===== src/rtl/id_ex_control_stage_pkg.sv =====
// Shared definitions for the ID->EX control stage.
//   selector                : field encodings of the decoded control word
//   signals                 : control_t, get_clear_control(), stage_state_t
//   id_ex_control_stage_pkg : small helpers shared by the stage and its hazard detector
// No ports; packages only.

package selector;
    localparam logic       DEST_REG_RT       = 1'b0;
    localparam logic       DEST_REG_RD       = 1'b1;

    localparam logic [1:0] REG_SRC_ALU       = 2'd0;
    localparam logic [1:0] REG_SRC_MEM       = 2'd1;
    localparam logic [1:0] REG_SRC_PC        = 2'd2;
    localparam logic [1:0] REG_SRC_HILO      = 2'd3;

    // bit 0 = reads rs, bit 1 = reads rt
    localparam logic [1:0] OPERAND_USE_NONE  = 2'd0;
    localparam logic [1:0] OPERAND_USE_RS    = 2'd1;
    localparam logic [1:0] OPERAND_USE_RT    = 2'd2;
    localparam logic [1:0] OPERAND_USE_RS_RT = 2'd3;
endpackage

package signals;
    typedef struct packed {
        logic       write_reg;
        logic       dest_reg;
        logic [1:0] reg_src;
        logic [1:0] opd_use;
        logic [3:0] alu_op;
        logic       mem_read;
        logic       mem_write;
    } control_t;

    localparam int CTL_W = $bits(control_t);

    function automatic control_t get_clear_control();
        return '0;
    endfunction

    typedef enum logic [1:0] {
        IDLE  = 2'd0,
        HOLD  = 2'd1,
        MULTI = 2'd2
    } stage_state_t;
endpackage

package id_ex_control_stage_pkg;
    import signals::*;
    import selector::*;

    function automatic logic reads_rs(input logic [1:0] opd_use);
        return (opd_use == OPERAND_USE_RS) || (opd_use == OPERAND_USE_RS_RT);
    endfunction

    function automatic logic reads_rt(input logic [1:0] opd_use);
        return (opd_use == OPERAND_USE_RT) || (opd_use == OPERAND_USE_RS_RT);
    endfunction

    // Destination index written by an op; 0 means "no register write".
    function automatic logic [4:0] resolve_dest(input control_t c,
                                                input logic [4:0] rt,
                                                input logic [4:0] rd);
        if (!c.write_reg)
            return 5'd0;
        return (c.dest_reg == DEST_REG_RD) ? rd : rt;
    endfunction
endpackage


===== src/rtl/id_ex_control_stage_load_use_detector.sv =====
// load_use_detector: combinational load-use hazard compare.
//   held_valid/held_write/held_src/held_dest : op currently held in the stage
//   in_opd/in_rs/in_rt                        : operand usage and sources of the incoming op
//   hazard                                    : incoming op needs a value the held load has not loaded yet

module load_use_detector
    import selector::*;
    import id_ex_control_stage_pkg::*;
(
    input  logic       held_valid,
    input  logic       held_write,
    input  logic [1:0] held_src,
    input  logic [4:0] held_dest,
    input  logic [1:0] in_opd,
    input  logic [4:0] in_rs,
    input  logic [4:0] in_rt,
    output logic       hazard
);
    logic held_is_load;
    logic rs_match;
    logic rt_match;

    // $zero is never a real dependency, so a load to r0 never stalls.
    assign held_is_load = held_valid & held_write & (held_src == REG_SRC_MEM) & (held_dest != 5'd0);
    assign rs_match     = reads_rs(in_opd) & (in_rs == held_dest);
    assign rt_match     = reads_rt(in_opd) & (in_rt == held_dest);
    assign hazard       = held_is_load & (rs_match | rt_match);
endmodule


===== src/rtl/id_ex_control_stage.sv =====
// id_ex_control_stage: ID->EX pipeline register for the decoded control word.
//   clk, reset_n (async active-low), flush (sync kill)
//   in_valid/in_ready/in_ctl/in_rs/in_rt/in_rd/in_multi : decoder side
//   out_valid/out_ready/out_ctl/out_rs/out_rt/out_dest  : EX side
//   busy      : multi-cycle MUL/DIV op occupies the stage
//   state_dbg : current FSM state
// Handshake: a transfer happens on a rising edge where valid & ready are both
// high; valid never depends on ready, and the payload is held stable while
// valid is high and ready is low. While a multi-cycle op runs, out_ready is
// ignored until its last cycle.
// MULDIV_CYCLES must be >= 2 and 2**CNT_W must exceed MULDIV_CYCLES.

module id_ex_control_stage
    import signals::*;
    import id_ex_control_stage_pkg::*;
#(
    parameter int MULDIV_CYCLES = 32,
    parameter int CNT_W         = 6
) (
    input  logic             clk,
    input  logic             reset_n,
    input  logic             flush,
    input  logic             in_valid,
    output logic             in_ready,
    input  logic [CTL_W-1:0] in_ctl,
    input  logic [4:0]       in_rs,
    input  logic [4:0]       in_rt,
    input  logic [4:0]       in_rd,
    input  logic             in_multi,
    output logic             out_valid,
    input  logic             out_ready,
    output logic [CTL_W-1:0] out_ctl,
    output logic [4:0]       out_rs,
    output logic [4:0]       out_rt,
    output logic [4:0]       out_dest,
    output logic             busy,
    output stage_state_t     state_dbg
);
    localparam logic [CNT_W-1:0] CNT_LAST = CNT_W'(MULDIV_CYCLES - 1);

    stage_state_t     state;
    stage_state_t     state_next;
    logic [CNT_W-1:0] cnt;
    control_t         in_c;
    control_t         out_c;
    logic             hazard;
    logic             multi_done;
    logic             in_fire;

    assign in_c    = control_t'(in_ctl);
    assign out_ctl = out_c;

    load_use_detector u_load_use (
        .held_valid (out_valid),
        .held_write (out_c.write_reg),
        .held_src   (out_c.reg_src),
        .held_dest  (out_dest),
        .in_opd     (in_c.opd_use),
        .in_rs      (in_rs),
        .in_rt      (in_rt),
        .hazard     (hazard)
    );

    // Last counting cycle: from here the multi op behaves like a held op.
    assign multi_done = (state == MULTI) && (cnt == CNT_LAST);

    // Accept into an empty stage, or into a held op that leaves this same cycle.
    assign in_ready = reset_n & ~flush & ~hazard & ~busy &
                      ((state == IDLE) | ((state == HOLD) & out_ready));
    assign in_fire  = in_valid & in_ready;

    // State register
    always_ff @(posedge clk or negedge reset_n) begin
        if (!reset_n)
            state <= IDLE;
        else
            state <= state_next;
    end

    // Next-state logic
    always_comb begin
        state_next = state;
        if (flush) begin
            state_next = IDLE;
        end else begin
            case (state)
                IDLE: begin
                    if (in_fire)
                        state_next = in_multi ? MULTI : HOLD;
                end
                HOLD: begin
                    if (in_fire)
                        state_next = in_multi ? MULTI : HOLD;
                    else if (out_ready)
                        state_next = IDLE;
                end
                MULTI: begin
                    // Not taken on the last cycle: park in HOLD until EX accepts.
                    if (multi_done)
                        state_next = out_ready ? IDLE : HOLD;
                end
                default: state_next = IDLE;
            endcase
        end
    end

    // Outputs decoded from state
    always_comb begin
        out_valid = (state != IDLE);
        busy      = (state == MULTI);
        state_dbg = state;
    end

    // Multi-cycle counter: zero on entry to MULTI, counts only while in MULTI.
    always_ff @(posedge clk or negedge reset_n) begin
        if (!reset_n)
            cnt <= '0;
        else if (flush || in_fire || state != MULTI || multi_done)
            cnt <= '0;
        else
            cnt <= cnt + 1'b1;
    end

    // Pipeline register. A new op loaded in HOLD overwrites the one leaving.
    always_ff @(posedge clk or negedge reset_n) begin
        if (!reset_n) begin
            out_c    <= get_clear_control();
            out_rs   <= 5'd0;
            out_rt   <= 5'd0;
            out_dest <= 5'd0;
        end else if (flush) begin
            out_c    <= get_clear_control();
            out_rs   <= 5'd0;
            out_rt   <= 5'd0;
            out_dest <= 5'd0;
        end else if (in_fire) begin
            out_c    <= in_c;
            out_rs   <= in_rs;
            out_rt   <= in_rt;
            out_dest <= resolve_dest(in_c, in_rt, in_rd);
        end
    end
endmodule


===== config.mk =====
export PLATFORM = sky130hd
export DESIGN_NAME = id_ex_control_stage
export DESIGN_NICKNAME = d
export VERILOG_FILES = /design/src/rtl/id_ex_control_stage_pkg.sv /design/src/rtl/id_ex_control_stage_load_use_detector.sv /design/src/rtl/id_ex_control_stage.sv
export SDC_FILE = /design/constraint.sdc
export NUM_CORES = 1
export LEC_CHECK = 0
export ABC_AREA = 1
export BUFFER_PORTS_ARGS = -buffer_cell sky130_fd_sc_hd__buf_2
export CAP_MARGIN = 20
export CORE_ASPECT_RATIO = 1.5
export CORE_MARGIN = 3
export CORE_UTILIZATION = 23
export DETAILED_ROUTE_END_ITERATION = 10
export PLACE_DENSITY = 0.45
export SLEW_MARGIN = 20
export SYNTH_ARGS = -nofsm -noshare
export SYNTH_HDL_FRONTEND = slang
export SYNTH_SLANG_ARGS = --single-unit

===== constraint.sdc =====
create_clock -name clk -period 2.8 [get_ports clk]
set_clock_uncertainty 0.15 [all_clocks]
set_input_delay 0.56 -clock clk [delete_from_list [all_inputs] [get_ports clk]]
set_output_delay 0.56 -clock clk [all_outputs]
set_load 0.1 [all_outputs]

==> flow_summary.ini <==
[timing]
hold_violations = 0
relSlewSlack = 0.670
tns_ns = 0
slew_viol_final = 0
fmax_mhz = 431
rsz0062_at_grt = no
tightestPinTransition_ns = 0.498
layout_setup_ws_ns = 0.482
finalCritPeriodShare = 0.828
finalSetupViolations = 0
period_minus_slack_ns = 2.32

[die]
pin_count = 65
num_rows = 38
dieArea_mm2 = 0.00896
start_util = 0.243
dieHeight_um = 114
core_area_mm2 = 0.00742
die_width_um = 78.3

[routing]
wl_per_cell_um = 12.8
vias = 1635
drtAntennaViolNets = 0
finalWirelength_um = 5010
first_pass_iters = 4
drtIter0Drc = 97
viasPerCell = 4.19
drc = 0

[logic_synthesis]
synth_top_flop_cell = dfrtp_1
synth_cells = 222
ys_seq_area_frac = 0.486
synth_fp_nets = 256
ys_ff_latch = 35
ys_warn_count = 0
synth_area_mm2 = 0.00180
synth.avg_cell_area_um2 = 8.12
ys_types = 26
synth_edf_count = 0
async_reset_ff_frac = 1.00

[layout]
syn2layout_area_growth_pct = 29.2
nNetsFinal = 323
layout.cells.most_common = nand2_1
drive_gt1_frac = 0.376
layout_common_cells = nand2_1, buf_2, dfrtp_1, inv_1, nor2_1
antenna_cells = 0

[critical_path]
path_class = register to output port
path_max_fanout = 5
arrival_ns = 1.61
end_kind = output port
critPathRequiredTime_ns = 2.09
startpoint_type = register

[min_path]
hold_class = input port to asynchronous set/reset pin

[clocking]
cts_root_buf = clkbuf_8
cts_inserted_buffers = 5
htree_levels = 2
cts_setup_buffers = 0
cts_hold_buffers = 0
cts.clk_slew.worst_paths_ns = 0.08
clock_latency_ns = 0.29
clock_sinks = 35
cts_max_path_buffers = 2
cts_resized = 0
cts_tree = done

[power_and_ir_drop]
leakagePower_nw = 1.29
finalPower_mw = 1.35
max-vdd-ir-drop_mv = 0.246
power.density_mw_per_mm2 = 577

[grt]
grt_pass1_wl_um = 8360
grt_max_degree = 36
groute.usage.overall = 0.122
grt_pass1_vias = 1685
gr-total-overflow = 0
antenna_found_initial = 0

[place]
pre_cts_slack_ns = 0.326
hpwl_um = 3840
portBuffers = 64
gp_congestion = 0.779

[job]
drv_cap = 0

[run_status]
status = finished clean
-- critical path: stages, from the launching register on --
cell and delay (ns):
dfrtp_1 0.45, inv_2 0.11, nand2_1 0.05, nand2_1 0.05, nor2_1 0.04, nand3_1 0.07
nand2_1 0.13, a21boi_4 0.21, buf_12 0.19
-- metal layers --
metal  track usage  part of all wire
met1         0.140              0.43
met2         0.210              0.49
met3        0.0362             0.059
met4        0.0478             0.024
met5             0                 0
-- area by class of cell --
type	count	area, um2
Timing Repair Buffer	66	350
Multi-Input combinational cell	152	762
Tap cell	100	125
Inverter	29	114
Clock buffer	8	100
Sequential cell	35	878
Fill cell	851	5090
-- synth_stat cells (3+ instances only) --
cell type,instances,area (um2)
inv_1,22,82.6
nand2_2,12,75.1
a21oi_1,4,20.0
buf_6,3,33.8
o21ai_0,9,45.0
nor2_1,15,56.3
o21ai_2,9,78.8
dfrtp_1,35,876
inv_2,6,22.5
nand3_1,4,20.0
nand2_1,77,289
nor3_1,5,25.0
nand4_1,3,18.8
o22ai_1,6,37.5
-- registers in the layout (all words and copies together), names as in the netlist --
name / cells
cnt: 6
out_rs: 5
out_dest: 5
state_dbg: 2
out_ctl: 12
out_rt: 5
-- per-stage QoR --
step | hold slack (ns) | std cells | util | area [um2]
global route | 0.224 | 390 | 0.314 | 2330
floorplan | 0.114 | 222 | - | 1820
finish | 0.176 | 390 | 0.314 | 2330
CTS | 0.194 | 390 | 0.314 | 2330
global placement | 0.302 | 382 | 0.301 | 2230
detailed placement | 0.308 | 382 | 0.301 | 2230
-- final timing paths --
| kind | startpoint | end | slack [ns] | depth (start not counted) |
|---|---|---|---|---|
| setup / recovery | out_dest[4] | in_ready | 0.48 | 8 |
| hold / removal | reset_n | state_dbg[1] | 0.18 | 2 |
| setup reg to reg | out_dest[4] | out_dest[2] | 0.63 | 11 |
| hold reg to reg | cnt[0] | cnt[0] | 0.31 | 1 |
| max in group asynchronous | reset_n | state_dbg[0] | 1.98 | 2 |
| min in group clk | cnt[0] | cnt[0] | 0.31 | 1 |
-- cell families after synthesis --
logic type | Yosys count | synth area share
AOI/OAI and AO/OA | 31 | 0.115
xor gates and xnor gates | 1 | 0.00486
adders and majority gates | 1 | 0.00694
buffers and inverters | 35 | 0.0992
DFF | 35 | 0.486
and+or+nand+nor | 119 | 0.288
-- power breakdown --
part,internal [mW],total [mW],switching (mW),leakage (nW)
Sequential,0.530,0.549,0.0198,0.476
Clock,0.225,0.415,0.190,0.0515
Combinational,0.0735,0.381,0.308,0.762
Total,0.828,1.35,0.517,1.29
Power figures use the tool's default switching activity.
